### config.mk
export PLATFORM = sky130hd
export DESIGN_NAME = fetch_unit
export DESIGN_NICKNAME = d
export VERILOG_FILES = /design/src/rtl/definitions.sv /design/src/rtl/pc_next.sv /design/src/rtl/fetch_unit.sv
export SDC_FILE = /design/constraint.sdc
export NUM_CORES = 1
export LEC_CHECK = 0
export BUFFER_PORTS_ARGS = -buffer_cell sky130_fd_sc_hd__buf_2
export CORE_MARGIN = 3
export CORE_UTILIZATION = 55
export CTS_CLUSTER_SIZE = 14
export DETAILED_ROUTE_END_ITERATION = 7
export PLACE_DENSITY = 0.82
export SYNTH_ARGS = -nofsm -noshare
export SYNTH_HDL_FRONTEND = slang
export SYNTH_HIERARCHICAL = 1
export SYNTH_SLANG_ARGS = --single-unit
### constraint.sdc
create_clock -name CLK -period 3.2 [get_ports CLK]
set_input_delay 0.32 -clock CLK [delete_from_list [all_inputs] [get_ports CLK]]
set_output_delay 0.32 -clock CLK [all_outputs]
set_load 0.01 [all_outputs]
### src/rtl/definitions.sv
// ============================================================================
// Module      : definitions
// Description : Shared fetch-unit types and default widths.
// Revision    : 1.0 - initial release
// ============================================================================
`default_nettype none

package definitions;

    localparam int C_PC_W = 10;

    typedef enum logic [1:0] {
        F_IDLE = 2'd0,
        F_RUN  = 2'd1,
        F_HALT = 2'd2
    } fetch_state_t;

endpackage

`default_nettype wire

### src/rtl/pc_next.sv
// ============================================================================
// Module      : pc_next
// Description : Combinational next-PC selection: hold, branch (+/-), increment.
// Revision    : 1.0 - initial release
// ============================================================================
`default_nettype none

module pc_next
    import definitions::*;
#(
    parameter int PC_W = C_PC_W
) (
    input  logic [PC_W-1:0] i_pc,
    input  logic            i_hold,
    input  logic            i_branch_taken,
    input  logic            i_branch_dir,
    input  logic [7:0]      i_branch_offset,
    output logic [PC_W-1:0] o_pc_next
);

    logic [PC_W-1:0] w_offset;
    logic [PC_W-1:0] w_pc_fwd;
    logic [PC_W-1:0] w_pc_bwd;
    logic [PC_W-1:0] w_pc_inc;

    // All arithmetic is PC_W wide so wrap-around is modulo 2^PC_W for free.
    assign w_offset = PC_W'(i_branch_offset);
    assign w_pc_fwd = i_pc + w_offset;
    assign w_pc_bwd = i_pc - w_offset;
    assign w_pc_inc = i_pc + PC_W'(1);

    always_comb begin
        o_pc_next = w_pc_inc;
        if (i_hold) begin
            o_pc_next = i_pc;
        end else if (i_branch_taken) begin
            o_pc_next = i_branch_dir ? w_pc_bwd : w_pc_fwd;
        end
    end

endmodule

`default_nettype wire

### src/rtl/fetch_unit.sv
// ============================================================================
// Module      : fetch_unit
// Description : PC register, fetch FSM and execution cycle counter.
// Revision    : 1.0 - initial release
// ============================================================================
`default_nettype none

module fetch_unit
    import definitions::*;
#(
    parameter int PC_W  = C_PC_W,
    parameter int CNT_W = 16
) (
    input  logic             CLK,
    input  logic             init_n,
    input  logic             Start,
    input  logic [PC_W-1:0]  StartAddr,
    input  logic             Stall,
    input  logic             Halt,
    input  logic             BranchTaken,
    input  logic             BranchDir,
    input  logic [7:0]       BranchTargetRegister,
    output logic [PC_W-1:0]  ProgCtr,
    output logic             InstrValid,
    output logic             Done,
    output logic [CNT_W-1:0] CycleCount
);

    fetch_state_t    r_state;
    fetch_state_t    w_state_next;
    logic [PC_W-1:0] r_pc;
    logic [PC_W-1:0] w_pc_next;
    logic [CNT_W-1:0] r_count;
    logic            w_running;
    logic            w_start_accept;

    assign w_running      = (r_state == F_RUN);
    assign w_start_accept = Start && (r_state != F_RUN);

    pc_next #(
        .PC_W (PC_W)
    ) u_pc_next (
        .i_pc            (r_pc),
        .i_hold          (Stall | Halt),
        .i_branch_taken  (BranchTaken),
        .i_branch_dir    (BranchDir),
        .i_branch_offset (BranchTargetRegister),
        .o_pc_next       (w_pc_next)
    );

    always_ff @(posedge CLK or negedge init_n) begin
        if (!init_n) begin
            r_state <= F_IDLE;
        end else begin
            r_state <= w_state_next;
        end
    end

    // Stall outranks Halt, so a stalled halt stays in F_RUN.
    always_comb begin
        w_state_next = r_state;
        case (r_state)
            F_IDLE:  if (Start) w_state_next = F_RUN;
            F_RUN:   if (!Stall && Halt) w_state_next = F_HALT;
            F_HALT:  if (Start) w_state_next = F_RUN;
            default: w_state_next = F_IDLE;
        endcase
    end

    always_ff @(posedge CLK or negedge init_n) begin
        if (!init_n) begin
            r_pc <= '0;
        end else if (w_start_accept) begin
            r_pc <= StartAddr;
        end else if (w_running) begin
            r_pc <= w_pc_next;
        end
    end

    always_ff @(posedge CLK or negedge init_n) begin
        if (!init_n) begin
            r_count <= '0;
        end else if (w_start_accept) begin
            r_count <= '0;
        end else if (w_running && (r_count != {CNT_W{1'b1}})) begin
            r_count <= r_count + CNT_W'(1);
        end
    end

    assign ProgCtr    = r_pc;
    assign CycleCount = r_count;
    assign InstrValid = w_running;
    assign Done       = (r_state == F_HALT);

endmodule

`default_nettype wire

==> results.toml, run 1 <==
[logic_synthesis]
synth_compound_area_share_pct = 16.9
synthAdderAreaFrac_pct = 7.36
ys_warn_count = 6
yosys.area.top_type = "dfrtp_1"
synth_top_area_share_pct = 32.7
synth_top_family_by_area = "simple AND/OR/NAND/NOR gates"
ys_types = 47
synthFlopType = "dfrtp_1"
synth_most_common_cell = "nand2_1"
synth_edf_count = 0
async_flop_share_pct = 100
syn_area_um2 = 2140
synthMuxAreaShare_pct = 9.40
ys_ff_latch = 28
synth_simple_gate_area_share_pct = 24.8
synth_xor_xnor_area_share_pct = 4.50
synthTopCellsByArea = "dfrtp_1 (33%), mux2i_1 (8.9%), o21ai_0 (6.5%)"
avgSynthCellArea_um2 = 8.44
synthCells = 254
syn-num-nets = 291
synth-seq-area-share_pct = 32.7
netlist_top_cells_count = "nand2_1 (34), dfrtp_1 (28), o21ai_0 (28), mux2i_1 (19)"

[sta]
worst_slew_pin_slew_ns = 0.613
tns_ns = 0
period_share_pct = 75.7
holdWs_ns = 0.0296
hold_violations = 0
final_max_slew_viol_count = 0
relSlewSlack_pct = 59.2
fmax_mhz = 413
min_period_ns = 2.42
fin_skew_ns = 0.00474
setup_viol_count_final = 0
rsz0062_at_grt = "no"

[finish]
instances_no_fill = 349
final_core_util_pct = 67.0
area_delta_synth_final_pct = 16.1
seqCellArea_um2 = 701
fillCellCount = 330
multi_input_area_um2 = 1350
diodes = 0
drive_above_1_share_pct = 22.3
nets = 339

[setup_path]
startpoint = "BranchTargetRegister[0]"
regToRegStartpoint = "ProgCtr[0]$_DFFE_PN0P_"
slowest_delay_ns = 0.36
cp_cell_sequence = "buf_2 -> inv_1 -> ha_1 -> nand2_1 -> nor3_1 -> or3_1 -> and3_1 -> ha_1 -> a21oi_2 -> o21ai_1 -> nor3_1 -> nor3_2 -> xor2_1 -> nand2_1 -> o21ai_0"
r2r_end = "ProgCtr[8]$_DFFE_PN0P_"
r2r_cells = 12
worstSetupEndpointType = "flip-flop"
worstSetupPathType = "in -> reg"
slowest_stage = "ha_1"
cp.required_ns = 3.38
reg2reg_slack_ns = 0.95
cp-start-kind = "primary input"
worstPathArrival_ns = 2.60
cp_max_fo = 5

[clocking]
clock_sinks = 28
cts_tree = "done"
post-cts-setup-buffers = 0
cts_buffers = 3
clk_latency_ns = 0.29
clockBufferDepth = 2
ctsHoldBuffers = 0
cts-resized-gates = 0
cts_max_level = 1
path_clk_slew_ns = 0.10
cts_root_buf = "clkbuf_8"

[detailed_routing]
viasPerCell = 5.89
drt_wl_total_um = 4910
drt_first_pass_iters = 4
ant_nets = 0
via_count = 2055
route.detailed.drc = 0
wl_per_cell_um = 14.1
drtIter0Drc = 145

[grt]
grt_overflow = 0
track_usage_pct = 22.0
grt_use_met1_pct = 30.7
grt_max_degree = 29
grtUsageMet2_pct = 33.6
grt_pass1_vias = 1723
grt_busiest_layer = "met2"
grt_util_met3_pct = 4.27
grt_pass1_wl_um = 7870
antenna_found_initial = 0

[place]
dp_cells = 345
dp_hpwl_um = 3610
gp_congestion = 0.896
io_buffers = 52

[power_and_ir_drop]
power.leakage_nw = 1.25
switching_share_pct = 42.1
internal-power_uw = 945
comb_power_share_pct = 48.8
seqPwrFrac_pct = 33.7
max-vdd-ir-drop_v = 0.000462
p_clk_share_pct = 17.5
powerDensity_nw_per_um2 = 656
finalPower_mw = 1.63
p_switching_uw = 687

[die]
dieWidth_um = 68.4
fp-row-count = 22
floorplan.initialDensity_pct = 57.7
coreArea_um2 = 3720
ios = 53
fp.dieH_um = 68.4
die_area_um2 = 4680

[status]
status = "completed"

[min_path]
hp-class = "in -> async"

[run]
cap_viol_max_count = 0
[logic make-up after synthesis]
family                     after synthesis
and+or+nand+nor                        101
AOI/OAI and AO/OA                       61
DFF                                     28
buffers and inverters                   21
muxes                                   20
adders and majority gates               12
xor gates and xnor gates                11
[layout make-up]
type                    count  share of cell area (%)
repair buffers             53                    10.8
inverters                  11                    1.66
clock inverters             1                    1.21
flip-flops and latches     28                    28.2
well taps                  48                    2.41
multi-input cells         205                    54.1
clock buffers               3                    1.66
[power groups by stage]
stage          sequential, mW  clock [mW]  combinational [mW]
2_1_floorplan           0.573           0               0.532
3_3_place_gp            0.554           0               0.769
3_5_place_dp            0.554           0               0.786
4_1_cts                 0.550       0.290               0.792
5_1_grt                 0.568       0.301               0.907
6_report                0.550       0.286               0.796
[state kept, by name, summed over array words and instances, names as in the netlist]
| register | flops |
|---|---|
| CycleCount | 16 |
| ProgCtr | 10 |
| r_state | 2 |
[critical path: cells and delay by family]
kind / cells / cell delay [ns]
buffers and inverters: 2 / 0.17
xor gates and xnor gates: 1 / 0.15
adders and majority gates: 2 / 0.59
and+or+nand+nor: 7 / 1.01
AOI/OAI and AO/OA: 3 / 0.37
[per-layer routing]
| layer | vias up | wire, um |
|---|---|---|
| met5 | - | 0 |
| met4 | 0 | 48 |
| met3 | 7 | 319 |
| met2 | 74 | 2250 |
| met1 | 962 | 2300 |
| li1 | 1012 | - |
[metrics by stage]
step	cell area, um^2	setup slack [ns]
6_report	2490	0.777
5_1_grt	2490	0.602
4_1_cts	2490	0.812
3_5_place_dp	2420	0.507
3_3_place_gp	2420	0.546
2_1_floorplan	2140	0.772
[how the worst max path moves through the flow]
stage                                   to  slack [ns]
floorplan           ProgCtr[8]$_DFFE_PN0P_        0.77
global placement    ProgCtr[9]$_DFFE_PN0P_        0.55
detailed placement  ProgCtr[9]$_DFFE_PN0P_        0.51
CTS                 ProgCtr[9]$_DFFE_PN0P_        0.81
global route        ProgCtr[9]$_DFFE_PN0P_        0.60
finish              ProgCtr[9]$_DFFE_PN0P_        0.78
[cell usage in the layout (no fill, tap or decap), types with 2 or more instances in the layout]
master	instances
a21o_1	3
a21oi_1	9
a21oi_2	2
a31oi_1	5
a41oi_1	2
and2_1	4
and3_1	5
and4_1	3
buf_2	52
clkbuf_8	3
dfrtp_1	28
ha_1	11
inv_1	11
mux2i_1	19
nand2_1	34
nand2b_1	3
nand3_1	8
nand4_1	6
nor2_1	11
nor2b_1	4
nor3_1	10
nor3_2	2
o211ai_1	2
o21ai_0	28
o21ai_1	2
or3_1	3
or4_1	2
xnor2_1	6
xor2_1	5
Note: power is estimated with default switching activity, not from simulation.
==> inputs of run 2 (changes only) <==
CORE_UTILIZATION = 54   (was 55)
PLACE_DENSITY = 0.81   (was 0.82)
clock period = 2.4 ns   (was 3.2 ns; I/O delays follow)
==> results.toml, run 2 (synthesis gave the netlist of run 1 again) <==
[status]
status = "completed"

[clocking]
clockBufferDepth = 2
clock_sinks = 28
cts_buffers = 3
path_clk_slew_ns = 0.10
cts_tree = "done"
cts_max_level = 1
cts_root_buf = "clkbuf_8"
clk_latency_ns = 0.27

[die]
ios = 53
fp.dieH_um = 69
coreArea_um2 = 3740
die_area_um2 = 4760
floorplan.initialDensity_pct = 57.3
fp-row-count = 22
dieWidth_um = 69

[setup_path]
r2r_end = "ProgCtr[8]$_DFFE_PN0P_"
worst-path-buf-inv = 2
cp_max_fo = 4
critical_path.top_delay_family = "compound AO/OA/AOI/OAI gates"
cp-start-kind = "primary input"
cp.required_ns = 2.56
startpoint = "BranchTargetRegister[0]"
worstSetupEndpointType = "flip-flop"
cp_cell_sequence = "buf_2 -> inv_1 -> ha_1 -> or3_1 -> and3_1 -> ha_1 -> a21o_1 -> a21oi_2 -> o21ai_1 -> a31oi_1 -> xor2_1 -> o21ai_0 -> nand2_1 -> o21ai_0"
worstSetupPathType = "in -> reg"
cp-endpoint = "ProgCtr[8]$_DFFE_PN0P_"
cp_num_cells = 14
r2r_cells = 12
slowest_stage = "or3_1"
slowest_delay_ns = 0.30
worstPathArrival_ns = 2.43
regToRegStartpoint = "ProgCtr[0]$_DFFE_PN0P_"
reg2reg_slack_ns = 0.21

[detailed_routing]
drtIter0Drc = 111
viasPerCell = 5.59
route.detailed.drc = 0
wl_per_cell_um = 13.7
drt_wl_total_um = 5020
via_count = 2045
ant_nets = 0
drt_first_pass_iters = 4

[min_path]
hp-class = "in -> reg"
min_path_cells = 3

[place]
post-place-ws_ns = -0.164
io_buffers = 52
dp_hpwl_um = 3770
gp_congestion = 0.878

[power_and_ir_drop]
powerDensity_nw_per_um2 = 839
power.leakage_nw = 1.33
max-vdd-ir-drop_v = 0.000587

[grt]
grt_pass1_wl_um = 8320
track_usage_pct = 20.2
antenna_found_initial = 0
grt_pass1_vias = 1814
grt_max_degree = 29
grt_overflow = 0

[sta]
fmax_mhz = 441
rsz0062_at_grt = "no"
min_period_ns = 2.27
worst_slack_ns = 0.131
period_share_pct = 94.6
hold_violations = 0
worst_slew_pin_slew_ns = 0.626
setup_viol_count_final = 0
tns_ns = 0
relSlewSlack_pct = 58.2
fin_skew_ns = 0.00743
final_max_slew_viol_count = 0

[run]
cap_viol_max_count = 0

[finish]
largest_register_ffs = 16
diodes = 0
final_common_cell = "buf_2"
final_cell_mix = "buf_2 (52), nand2_1 (34), dfrtp_1 (28), o21ai_0 (28), mux2i_1 (19)"
nets = 356
drive_above_1_share_pct = 27.4
area_delta_synth_final_pct = 22.7
## run 2: tightest hold or removal path, cell delays in order
cell     delay, ns
buf_2         0.08
nor2b_1       0.05
o22ai_1       0.10
## run 2: routing by layer
metal | vias up | routed length, um | share of wire, % | global-route usage [%]
met5 | - | 0 | 0 | 0
met4 | 0 | 15 | 0.30 | 1.95
met3 | 2 | 255 | 5.1 | 3.50
met2 | 52 | 2380 | 47 | 32.4
met1 | 942 | 2370 | 47 | 29.5
li1 | 1049 | - | - | -
## run 2: layout make-up
cell class	count	area [um^2]
fill	324	1110
multi-input combinational	205	1380
inverter	11	41.3
clock buffer	4	55.1
tap	48	60.1
timing repair buffer	70	398
sequential	28	701
## run 2: power by group
group,internal [mW],switching [mW],total [mW]
clock,0.147,0.146,0.293
sequential,0.593,0.138,0.731
combinational,0.530,0.652,1.18
total,1.27,0.936,2.21
## run 2: worst min-delay path by stage
| stage | startpoint | slack [ns] | endpoint |
|---|---|---|---|
| after detailed placement | init_n | 0.30 | r_state[0]$_DFFE_PN0P_ |
| after floorplan | init_n | -0.06 | CycleCount[0]$_DFFE_PN0P_ |
| after CTS | Stall | 0.25 | r_state[0]$_DFFE_PN0P_ |
| after global placement | init_n | 0.30 | CycleCount[12]$_DFFE_PN0P_ |
| final | Stall | 0.25 | r_state[0]$_DFFE_PN0P_ |
| after global routing | StartAddr[7] | 0.27 | ProgCtr[7]$_DFFE_PN0P_ |
## run 2: per-stage QoR
step / power [mW] / hold slack [ns] / cells / instance area (um^2) / util, %
global placement: 1.84 / 0.297 / 360 / 2530 / 67.6
floorplan: 1.47 / -0.0556 / 254 / 2140 / -
detailed placement: 1.87 / 0.296 / 360 / 2530 / 67.6
finish: 2.21 / 0.247 / 366 / 2630 / 70.3
global route: 2.40 / 0.266 / 366 / 2630 / 70.3
CTS: 2.17 / 0.253 / 365 / 2590 / 69.3
## run 2: what timing repair did
item / 4_1_cts / 5_1_grt
gates resized for setup: 0 / 4
hold buffers: 1 / 0
endpoints found under the setup margin: 0 / 2
hold endpoints to repair: 28 / 0
setup buffers: 0 / 1
==> inputs of run 3 (changes only) <==
RECOVER_POWER = 50   (was default)
SLEW_MARGIN = 10   (was default)
==> results.toml, run 3 (synthesis gave the netlist of run 1 again) <==
[detailed_routing]
met1_length_um = 2330
drt_wl_total_um = 5030
dr_wl_met3_um = 281
via_count = 2061
wl_met2_um = 2410
viasPerCell = 5.63
route.detailed.drc = 0
drtIter0Drc = 104
ant_nets = 0
wl_per_cell_um = 13.8
routed.top_layer = "met4"
drt_first_pass_iters = 4

[sta]
rsz0062_at_grt = "no"
fmax_mhz = 443
min_period_ns = 2.26
fin_skew_ns = 0.00624
setup_viol_count_final = 0
relSlewSlack_pct = 0.175
worst_slew_pin_slew_ns = 1.50
hold_violations = 0
final_max_slew_viol_count = 0
period_share_pct = 94.1
worst_slack_ns = 0.142

[grt]
grt_pass1_vias = 1814
track_usage_pct = 20.2
grt_max_degree = 29
antenna_found_initial = 0
grt_overflow = 0
grt_pass1_wl_um = 8320

[power_and_ir_drop]
power.leakage_nw = 1.29
p_switching_uw = 937
p_clk_share_pct = 13.4
seqPwrFrac_pct = 33.5
max-vdd-ir-drop_v = 0.000588
switching_share_pct = 42.8
comb_power_share_pct = 53.1
internal-power_mw = 1.25
powerDensity_nw_per_um2 = 838

[place]
post-place-ws_ns = -0.164
gp_congestion = 0.878
dpl-instance-area_um2 = 2530
dp_hpwl_um = 3770
io_buffers = 52

[run]
cap_viol_max_count = 1

[clocking]
path_clk_slew_ns = 0.10
cts_tree = "done"
cts_buffers = 3
clk_latency_ns = 0.27
cts_max_level = 1
clockBufferDepth = 2
clock_sinks = 28
cts_root_buf = "clkbuf_8"

[setup_path]
slowest_delay_ns = 0.30
worst-path-buf-inv = 2
startpoint = "BranchTargetRegister[0]"
regToRegStartpoint = "ProgCtr[0]$_DFFE_PN0P_"
cp.required_ns = 2.56
reg2reg_slack_ns = 0.22
r2r_end = "ProgCtr[8]$_DFFE_PN0P_"
critical_path.top_delay_family = "compound AO/OA/AOI/OAI gates"
cp_max_fo = 4
r2r_cells = 12
cp-endpoint = "ProgCtr[8]$_DFFE_PN0P_"
worstPathArrival_ns = 2.42
worstSetupEndpointType = "flip-flop"
cp-start-kind = "primary input"
worstSetupPathType = "in -> reg"
cp_cell_sequence = "buf_2 -> inv_1 -> ha_1 -> or3_1 -> and3_1 -> ha_1 -> a21o_1 -> a21oi_2 -> o21ai_1 -> a31oi_1 -> xor2_1 -> o21ai_0 -> nand2_1 -> o21ai_0"
cp_num_cells = 14
slowest_stage = "or3_1"

[die]
floorplan.initialDensity_pct = 57.3
coreArea_um2 = 3740
fp.dieH_um = 69
fp-row-count = 22
die_area_um2 = 4760
ios = 53
dieWidth_um = 69

[finish]
drive_above_1_share_pct = 23.3
stdcell_area_um2 = 2610
diodes = 0
final_cell_mix = "buf_2 (39), nand2_1 (34), dfrtp_1 (28), o21ai_0 (28), mux2i_1 (19)"
largest_register_ffs = 16
area_delta_synth_final_pct = 21.9
nets = 356
final_common_cell = "buf_2"

[status]
violations = "max-capacitance violations"
status = "finished, violations left"

[min_path]
hp-class = "in -> reg"
-- run 3: cell count changes in the layout (fill, tap and decap cells not counted) --
cell / delta
buf_2: -13
clkbuf_1: +13
-- run 3: worst min path at each step --
stage                  from                         end  slack [ns]  cells past startpoint
3_3_place_gp         init_n  CycleCount[12]$_DFFE_PN0P_        0.30                      1
5_1_grt        StartAddr[7]      ProgCtr[7]$_DFFE_PN0P_        0.27                      3
4_1_cts               Stall      r_state[0]$_DFFE_PN0P_        0.25                      3
3_5_place_dp         init_n      r_state[0]$_DFFE_PN0P_        0.30                      1
2_1_floorplan        init_n   CycleCount[0]$_DFFE_PN0P_       -0.06                      0
6_report              Stall      r_state[0]$_DFFE_PN0P_        0.25                      3
-- run 3: per-layer routing --
layer	track usage, %	up-vias
met4	1.95	0
met5	0	-
met3	3.50	2
met2	32.4	63
met1	29.5	949
li1	-	1047
-- run 3: tightest hold or removal path, delay by kind of cell --
family,cells,cell delay (ns)
AOI/OAI and AO/OA,1,0.10
buffers and inverters,1,0.08
and+or+nand+nor,1,0.05
-- run 3: metrics by stage --
step                      utilization, %  instances  hold WS [ns]  setup TNS [ns]  total power, mW
after floorplan                        -        254       -0.0556               0             1.47
after global routing                69.8        366         0.266               0             2.39
after detailed placement            67.6        360         0.296          -0.451             1.87
after global placement              67.6        360         0.297          -0.208             1.84
final                               69.8        366         0.246               0             2.19
after CTS                           69.3        365         0.253               0             2.17
-- run 3: final cells by class --
type                       count  area (um^2)
clock buffer                   4         55.1
multi-input combinational    205         1380
inverter                      11         41.3
tap                           48         60.1
sequential                    28          701
timing repair buffer          70          382
fill                         331         1130
-- run 3: power by group through the flow --
stage                     clock network [mW]  logic, mW  registers (mW)
after floorplan                            0      0.709           0.765
after global routing                   0.316       1.31           0.758
final                                  0.294       1.16           0.733
after global placement                     0       1.10           0.737
after detailed placement                   0       1.13           0.742
after CTS                              0.299       1.14           0.734
-- run 3: timing repair --
item / 4_1_cts / 5_1_grt
resized for setup: 0 / 4
setup endpoints to repair: 0 / 2
setup buffers: 0 / 1
hold endpoints to repair: 28 / 0
hold buffers: 1 / 0
